File: src/rtl/obuft_drive_sequencer_if.sv
// ---------------------------------------------------------------------------
// obuft_drive_sequencer_if
// Bus between a word producer and the tri-state pad serializer.
//   DIN      word to transmit            (producer -> sequencer)
//   DIN_VLD  DIN valid                   (producer -> sequencer)
//   DIN_RDY  sequencer can take a word   (sequencer -> producer)
//   ABORT    terminate current transfer  (producer -> sequencer)
//   O_I      pad buffer data input       (sequencer -> pad)
//   O_T      pad buffer tristate, 1=Z    (sequencer -> pad)
//   BUSY     sequencer not idle          (sequencer -> producer)
//   DONE     one-cycle word-complete     (sequencer -> producer)
// ---------------------------------------------------------------------------
interface obuft_drive_sequencer_if #(
    parameter int WIDTH = 8
);
    logic [WIDTH-1:0] DIN;
    logic             DIN_VLD;
    logic             DIN_RDY;
    logic             ABORT;
    logic             O_I;
    logic             O_T;
    logic             BUSY;
    logic             DONE;

    modport master (
        output DIN, DIN_VLD, ABORT,
        input  DIN_RDY, O_I, O_T, BUSY, DONE
    );

    modport slave (
        input  DIN, DIN_VLD, ABORT,
        output DIN_RDY, O_I, O_T, BUSY, DONE
    );
endinterface

File: src/rtl/obuft_drive_sequencer.sv
// ---------------------------------------------------------------------------
// obuft_drive_sequencer
// Serializes parallel words onto a tri-state output buffer. On accept the pad
// is enabled, held at IDLE_LVL for LEAD_CYC cycles, then the word is shifted
// out LSB first. Afterwards the pad is released for at least TURN_CYC cycles
// before it may be driven again. A word accepted on the last-bit cycle
// continues the drive window with no gap.
// Ports:
//   C      clock, rising edge
//   CLR_N  asynchronous active-low reset
//   bus    slave side of obuft_drive_sequencer_if (handshake + pad outputs)
// O_I, O_T and DONE are registered; DIN_RDY and BUSY are decoded from state.
// ---------------------------------------------------------------------------
module obuft_drive_sequencer #(
    parameter int   WIDTH    = 8,
    parameter int   LEAD_CYC = 1,
    parameter int   TURN_CYC = 2,
    parameter logic IDLE_LVL = 1'b1
) (
    input  logic                      C,
    input  logic                      CLR_N,
    obuft_drive_sequencer_if.slave    bus
);
    // Counter serves as bit index in SHIFT and as cycle count in LEAD/TURN.
    localparam int CW = ($clog2(WIDTH) > 4) ? $clog2(WIDTH) : 4;

    typedef enum logic [1:0] {IDLE, LEAD, SHIFT, TURN} state_t;

    state_t           state_q, state_d;
    logic [WIDTH-1:0] sh_q, sh_d;
    logic [CW-1:0]    cnt_q, cnt_d;
    logic             o_i_q, o_i_d;
    logic             o_t_q, o_t_d;
    logic             done_q, done_d;
    logic             last_bit;
    logic             accept;

    // cnt_q holds the index of the bit currently on O_I while in SHIFT.
    assign last_bit    = (state_q == SHIFT) && (cnt_q == CW'(WIDTH - 1));
    assign bus.DIN_RDY = ((state_q == IDLE) || last_bit) && !bus.ABORT;
    assign accept      = bus.DIN_RDY && bus.DIN_VLD;

    assign bus.O_I  = o_i_q;
    assign bus.O_T  = o_t_q;
    assign bus.DONE = done_q;
    assign bus.BUSY = (state_q != IDLE);

    always_comb begin
        state_d = state_q;
        sh_d    = sh_q;
        cnt_d   = cnt_q;
        o_i_d   = o_i_q;
        o_t_d   = o_t_q;
        done_d  = 1'b0;
        case (state_q)
            IDLE: begin
                if (accept) begin
                    cnt_d = '0;
                    o_t_d = 1'b0;
                    if (LEAD_CYC > 0) begin
                        state_d = LEAD;
                        sh_d    = bus.DIN;
                        o_i_d   = IDLE_LVL;
                    end else begin
                        // Bit 0 goes straight to O_I; the register keeps the rest.
                        state_d = SHIFT;
                        sh_d    = bus.DIN >> 1;
                        o_i_d   = bus.DIN[0];
                    end
                end
            end
            LEAD: begin
                if (bus.ABORT) begin
                    state_d = TURN;
                    cnt_d   = '0;
                    sh_d    = '0;
                    o_t_d   = 1'b1;
                    o_i_d   = IDLE_LVL;
                end else if (cnt_q == CW'(LEAD_CYC - 1)) begin
                    state_d = SHIFT;
                    cnt_d   = '0;
                    o_i_d   = sh_q[0];
                    sh_d    = sh_q >> 1;
                end else begin
                    cnt_d = cnt_q + 1'b1;
                end
            end
            SHIFT: begin
                if (last_bit) begin
                    // Word is complete even if ABORT is high now.
                    done_d = 1'b1;
                    if (accept) begin
                        cnt_d = '0;
                        o_i_d = bus.DIN[0];
                        sh_d  = bus.DIN >> 1;
                    end else begin
                        state_d = TURN;
                        cnt_d   = '0;
                        o_t_d   = 1'b1;
                        o_i_d   = IDLE_LVL;
                    end
                end else if (bus.ABORT) begin
                    state_d = TURN;
                    cnt_d   = '0;
                    sh_d    = '0;
                    o_t_d   = 1'b1;
                    o_i_d   = IDLE_LVL;
                end else begin
                    cnt_d = cnt_q + 1'b1;
                    o_i_d = sh_q[0];
                    sh_d  = sh_q >> 1;
                end
            end
            TURN: begin
                if (cnt_q == CW'(TURN_CYC - 1)) begin
                    state_d = IDLE;
                    cnt_d   = '0;
                end else begin
                    cnt_d = cnt_q + 1'b1;
                end
            end
            default: begin
                state_d = IDLE;
                cnt_d   = '0;
                o_t_d   = 1'b1;
                o_i_d   = IDLE_LVL;
            end
        endcase
    end

    always_ff @(posedge C or negedge CLR_N) begin
        if (!CLR_N) begin
            state_q <= IDLE;
            sh_q    <= '0;
            cnt_q   <= '0;
            o_i_q   <= IDLE_LVL;
            o_t_q   <= 1'b1;
            done_q  <= 1'b0;
        end else begin
            state_q <= state_d;
            sh_q    <= sh_d;
            cnt_q   <= cnt_d;
            o_i_q   <= o_i_d;
            o_t_q   <= o_t_d;
            done_q  <= done_d;
        end
    end
endmodule
File: src/flat_wrapper.sv
// flat-port wrapper written by rule: the top's interface ports become plain ports
module obuft_drive_sequencer_flat 
#(
    parameter int   WIDTH    = 8,
    parameter int   LEAD_CYC = 1,
    parameter int   TURN_CYC = 2,
    parameter logic IDLE_LVL = 1'b1
)
  (C, CLR_N, bus_DIN, bus_DIN_VLD, bus_ABORT, bus_DIN_RDY, bus_O_I, bus_O_T, bus_BUSY, bus_DONE);
  obuft_drive_sequencer_if #(.WIDTH(WIDTH)) bus_i ();
  input  logic C;
  input  logic CLR_N;
  input wire logic [$bits(bus_i.DIN)-1:0] bus_DIN;
  input wire logic [$bits(bus_i.DIN_VLD)-1:0] bus_DIN_VLD;
  input wire logic [$bits(bus_i.ABORT)-1:0] bus_ABORT;
  output wire logic [$bits(bus_i.DIN_RDY)-1:0] bus_DIN_RDY;
  output wire logic [$bits(bus_i.O_I)-1:0] bus_O_I;
  output wire logic [$bits(bus_i.O_T)-1:0] bus_O_T;
  output wire logic [$bits(bus_i.BUSY)-1:0] bus_BUSY;
  output wire logic [$bits(bus_i.DONE)-1:0] bus_DONE;
  assign bus_i.DIN = bus_DIN;
  assign bus_i.DIN_VLD = bus_DIN_VLD;
  assign bus_i.ABORT = bus_ABORT;
  assign bus_DIN_RDY = bus_i.DIN_RDY;
  assign bus_O_I = bus_i.O_I;
  assign bus_O_T = bus_i.O_T;
  assign bus_BUSY = bus_i.BUSY;
  assign bus_DONE = bus_i.DONE;
  obuft_drive_sequencer #(.WIDTH(WIDTH), .LEAD_CYC(LEAD_CYC), .TURN_CYC(TURN_CYC), .IDLE_LVL(IDLE_LVL)) u_core (.C(C), .CLR_N(CLR_N), .bus(bus_i));
endmodule
File: config.mk
export PLATFORM = sky130hd
export DESIGN_NAME = obuft_drive_sequencer_flat
export DESIGN_NICKNAME = d
export VERILOG_FILES = /design/src/rtl/obuft_drive_sequencer_if.sv /design/src/rtl/obuft_drive_sequencer.sv /design/src/flat_wrapper.sv
export SDC_FILE = /design/constraint.sdc
export NUM_CORES = 1
export LEC_CHECK = 0
export ABC_AREA = 1
export CAP_MARGIN = 20
export CORE_UTILIZATION = 55
export CTS_BUF_LIST = sky130_fd_sc_hd__clkbuf_4
export DETAILED_ROUTE_END_ITERATION = 16
export GPL_ROUTABILITY_DRIVEN = 1
export GPL_TIMING_DRIVEN = 1
export PLACE_DENSITY_LB_ADDON = 0.15
export SLEW_MARGIN = 25
export SYNTH_ARGS = -nofsm -noshare
export SYNTH_HDL_FRONTEND = slang
export SYNTH_SLANG_ARGS = --single-unit
File: constraint.sdc
create_clock -name C -period 2.7 [get_ports C]
set_input_delay 0.405 -clock C [delete_from_list [all_inputs] [get_ports C]]
set_output_delay 0.405 -clock C [all_outputs]
set_load 0.05 [all_outputs]
Word level (Yosys, flattened, before mapping)
Cells that the tools add are included.
{"block": "totals", "register_bits": 17, "inputBits": 12}
{"block": "classes", "add_sub_neg": 1, "n_eq_ne": 11, "muxes": 36, "reduce_logical": 13}
{"op": "$mux 8", "count": 5}
{"op": "$mux 4", "count": 6}
{"op": "$pmux 8 s3", "count": 1}
{"op": "$pmux 4 s4", "count": 1}
{"op": "$mux 2", "count": 7}
{"op": "$mux 1", "count": 12}
{"op": "$pmux 2 s4", "count": 1}
{"op": "$mux 7", "count": 1}
{"op": "$ne 3x2->1 const B", "count": 2}
{"op": "$ne 3x3->1 const B", "count": 2}
{"op": "$pmux 1 s3", "count": 2}
{"op": "$reduce_and 3->1", "count": 2}
{"op": "$reduce_and 5->1", "count": 1}
{"op": "$add 4x1->4 const B", "count": 1}
{"op": "$eq 2x2->1 const B", "count": 2}
{"op": "$eq 4x1->1 const B", "count": 1}
{"op": "$eq 4x3->1 const B", "count": 1}
{"op": "$logic_not 4->1", "count": 1}
{"op": "$ne 2x1->1 const B", "count": 2}
{"op": "$reduce_and 4->1", "count": 1}
{"op": "$logic_and 1x1->1", "count": 3}
{"op": "$reduce_bool 3->1", "count": 1}
{"op": "$eq 2x1->1 const B", "count": 1}
{"op": "$logic_not 2->1", "count": 1}
{"op": "3 further kinds", "count": 3}

Depth between registers and ports, before layout
{"block": "logic_depth", "word_depth": 8, "depth_mapped": 11}

Worst setup path before layout
OpenSTA, ideal clock, no wires.
{"block": "synth_timing", "path_kind": "flip-flop to output port", "startpoint": "reg u_core.state_q[0]", "endpoint": "out bus_DIN_RDY", "t_arrival_ps": 1721, "slack_ps": 574, "path_stages_with_launch": 7, "n_path_buf": 0, "cell_sequence": "dfrtp_1 -> inv_1 -> ha_1 -> inv_1 -> nor2_4 -> nand2_4 -> a21oi_1"}
{"block": "synth_between", "elab_chain_cells": 4}
{"element": "from (decl)", "line": "obuft_drive_sequencer.sv:29", "text": "state_t state_q, state_d;"}
{"element": "from (signal assigned)", "line": "obuft_drive_sequencer.sv:140", "text": "state_q <= state_d;"}
{"element": "$eq 2x2->1", "line": "obuft_drive_sequencer.sv:39", "text": "assign last_bit = (state_q == SHIFT) && (cnt_q == CW'(WIDTH - 1));"}
{"element": "$logic_and 1x1->1", "line": "obuft_drive_sequencer.sv:39"}
{"element": "$logic_or 1x1->1 (*)", "line": "obuft_drive_sequencer.sv:40", "text": "assign bus.DIN_RDY = ((state_q == IDLE) || last_bit) && !bus.ABORT;"}
{"element": "$logic_and 1x1->1 (*)", "line": "obuft_drive_sequencer.sv:40"}
{"element": "to (decl)", "line": "flat_wrapper.sv:16", "text": "output wire logic [$bits(bus_i.DIN_RDY)-1:0] bus_DIN_RDY;"}
Mark *: on every way between the ends. The rest lies on a longest branch, timed or not.

Worst setup path in the final report
{"block": "layout_timing", "startpoint": "reg u_core.state_q[0]", "endpoint": "out bus_BUSY"}
{"block": "layout_between", "elab_chain_cells": 1}
{"element": "$reduce_bool 2->1", "line": "obuft_drive_sequencer.sv:46", "text": "assign bus.BUSY = (state_q != IDLE);"}
{"element": "to (decl)", "line": "flat_wrapper.sv:19", "text": "output wire logic [$bits(bus_i.BUSY)-1:0] bus_BUSY;"}
Every way passes these cells.

==> results_dict.tcl <==
set metrics [dict create \
    root_buffer "clkbuf_4" \
    vdd_ir_drop_max_uv 644.5 \
    grt_pass1_wl_um 4174 \
    cellPowerDensity_mw_per_mm2 1180 \
    placed_cell_area_mm2 0.001375 \
    worstPathRequired_ns 2.30 \
    setup_tns_ns 0 \
    worst_pin_slew_ns 0.7393 \
    syn_area_mm2 0.001185 \
    synth-seq-area-share_pct 36.11 \
    rsz0062_at_grt "false" \
    status "complete, no violations" \
    diodes 0 \
    min_path_type "reg -> reg" \
    startpoint_type "flip-flop" \
    maxSlewViolCount 0 \
    drt_iter0_drc 13 \
    syn_inst 160 \
    drive_gt1_share_pct 12.29 \
    yosys_warnings 0 \
    fin_crit_ns 2.450 \
    syn_nets 179 \
    yosys.cell_types.count 28 \
    vias 1080 \
    grt.total_usage_pct 22.52 \
    cts_hold_buf 0 \
    seq_power_share_pct 26.6 \
    nFillCells 177 \
    grt_antenna_before_repair 0 \
    finalCritPeriodShare_pct 90.76 \
    path_cells "inv_1 -> ha_1 -> bufinv_8 -> clkdlybuf4s50_1" \
    path_clk_slew_ns 0.11 \
    synth_top_family_by_area "simple AND/OR/NAND/NOR gates" \
    critPathKind "reg -> out" \
    final-setup-viol-count 0 \
    final_cell_mix "nand2_1, inv_1, clkdlybuf4s50_1, dfrtp_1, nand3_1" \
    fin_area_mm2 0.001404 \
    crit_slowest_cell "clkdlybuf4s50_1" \
    synth_top_area_cell "dfrtp_1" \
    grt_max_degree 18 \
    core_mm2 0.002002 \
    yosys.area_share.simple_pct 31.78 \
    h-tree-depth 1 \
    cts.sinks 17 \
    syn_to_final_growth_pct 18.48 \
    dpl.hpwl_um 1891 \
    p_sw_share_pct 50.57 \
    synth-compound-area-share_pct 12.78 \
    comb_power_share_pct 64.9 \
    internal-power_uw 818.9 \
    io_pins 17 \
    worstPathArrival_ns 2.05 \
    grt-ovfl-total 0 \
    drv_cap 0 \
    seq_area_um2 427.9 \
    avgSynthCellArea_um2 7.406 \
    final_common_cell "nand2_1" \
    die-area_mm2 0.002344 \
    die_h_um 48.42 \
    portBuffers 16 \
    cts_made_buffers 3 \
    slowest_delay_ns 0.79 \
    start_util_pct 59.19 \
    net-switching-power_uw 837.8 \
    drt-vias-per-instance 5.243 \
    multi_input_area_um2 633.1 \
    grt_pass1_vias 1027 \
    gp_congestion 0.8757 \
    cts.repair.resized 1 \
    die_w_um 48.42 \
    ys_ff_latch 17 \
    drc 0 \
    finalNetCount 199 \
    final_antenna_net_count 0 \
    std_cell_rows 16 \
    worst-path-max-fanout 6 \
    synth_adder_area_share_pct 7.392 \
    firstDrtPassIters 4 \
    cts.path.max_buffers 2 \
    cts_tree "yes" \
    synth_mux_area_share_pct 0 \
    p_clk_share_pct 8.5 \
    wirelength_um 2350 \
    relSlewSlack_pct 50.56 \
    synth_xor_area_share_pct 1.478 \
    insertion_delay_ns 0.29 \
    synth_top_area_share_pct 31.68 \
    post_cts_buffers 0 \
    finClkSkew_ns 0.01197 \
    max_freq_mhz 408.1 \
    p_leak_nw 0.7294 \
    hold_viol 0 \
    wl_per_cell_um 11.41 \
    synthTopCellsByArea "dfrtp_1, nand2_1, ha_1" \
    cp-end-kind "output pin" \
]
## synth_stat cells
cell type	n
nand2_1	53
inv_1	22
dfrtp_1	15
nand3_1	10
o21ai_0	9
nor2_1	8
ha_1	7
a21oi_1	5
o22ai_1	4
o21ai_1	3
dfstp_2	2
inv_2	2
inv_4	2
nand2_4	2
nor2_2	2
nor2_4	2
a21oi_2	1
a21oi_4	1
a311oi_1	1
bufinv_8	1
clkbuf_1	1
nand2_2	1
nand3_2	1
nand3_4	1
nand4_1	1
o21bai_1	1
xnor2_1	1
xor2_1	1
## state kept, by name (all words and copies together), names as in the netlist
register         flops
u_core.sh_q          8
u_core.bus.O_I       1
u_core.bus.DONE      1
u_core.bus.O_T       1
u_core.state_q       2
u_core.cnt_q         4
## stage by stage
stage | instances | hold WS [ns] | worst slack (ns) | utilization [%] | total power [mW]
after floorplan | 160 | 0.1094 | 0.5737 | - | 1.276
after global placement | 202 | 0.4636 | 0.3775 | 68.69 | 1.490
after detailed placement | 202 | 0.4667 | 0.3151 | 68.69 | 1.522
after CTS | 206 | 0.4930 | 0.2453 | 70.13 | 1.664
after global routing | 206 | 0.5286 | 0.08568 | 70.13 | 1.824
final | 206 | 0.4900 | 0.2496 | 70.13 | 1.657
## critical path: cells and delay by family (launching register included)
family / cells / cell delay (ns)
buffers and inverters: 3 / 1.08
adder cells (fa/ha/maj): 1 / 0.22
flip-flops: 1 / 0.45
## final timing paths
kind	end	slack, ns	start	depth (start not counted)
max in group asynchronous	u_core.sh_q[7]	1.69	CLR_N	1
min in group asynchronous	u_core.cnt_q[2]	0.53	CLR_N	1
max reg2reg	u_core.sh_q[7]	0.79	u_core.state_q[0]	10
min	u_core.sh_q[1]	0.49	u_core.sh_q[1]	2
min reg2reg	u_core.sh_q[1]	0.49	u_core.sh_q[1]	2
max	bus_BUSY	0.25	u_core.state_q[0]	4
## cell type report
class	count	area share, %
clock buffers	3	1.604
clock inverters	1	0.5348
inverters	27	8.556
multi-input cells	115	45.10
flip-flops and latches	17	30.48
well taps	27	2.406
repair buffers	16	11.32
## power groups by stage
stage                     logic (mW)  clock network [mW]  registers, mW
after CTS                       1.08               0.145          0.440
final                           1.07               0.141          0.441
after floorplan                0.795                   0          0.482
after global placement          1.05                   0          0.439
after detailed placement        1.08                   0          0.446
after global routing            1.21               0.162          0.454
## logic make-up (layout without fill, tap and decap cells)
kind of cell | count (synthesis) | count (layout)
adder cells (fa/ha/maj) | 7 | 7
AO/OA/AOI/OAI | 25 | 25
buffers and inverters | 28 | 47
AND/OR/NAND/NOR | 81 | 81
XOR/XNOR | 2 | 2
flip-flops | 17 | 17
## routing by layer
layer / vias up / routed length [um] / GRT usage, % / part of all wire [%]
met1: 498 / 1024 / 25.96 / 44
met2: 33 / 1175 / 42.72 / 50
met3: 6 / 112 / 3.459 / 4.8
met5: - / 0 / 0 / 0
li1: 543 / - / - / -
met4: 0 / 38 / 6.373 / 1.6
No activity file was read; power rests on OpenSTA's default activity.
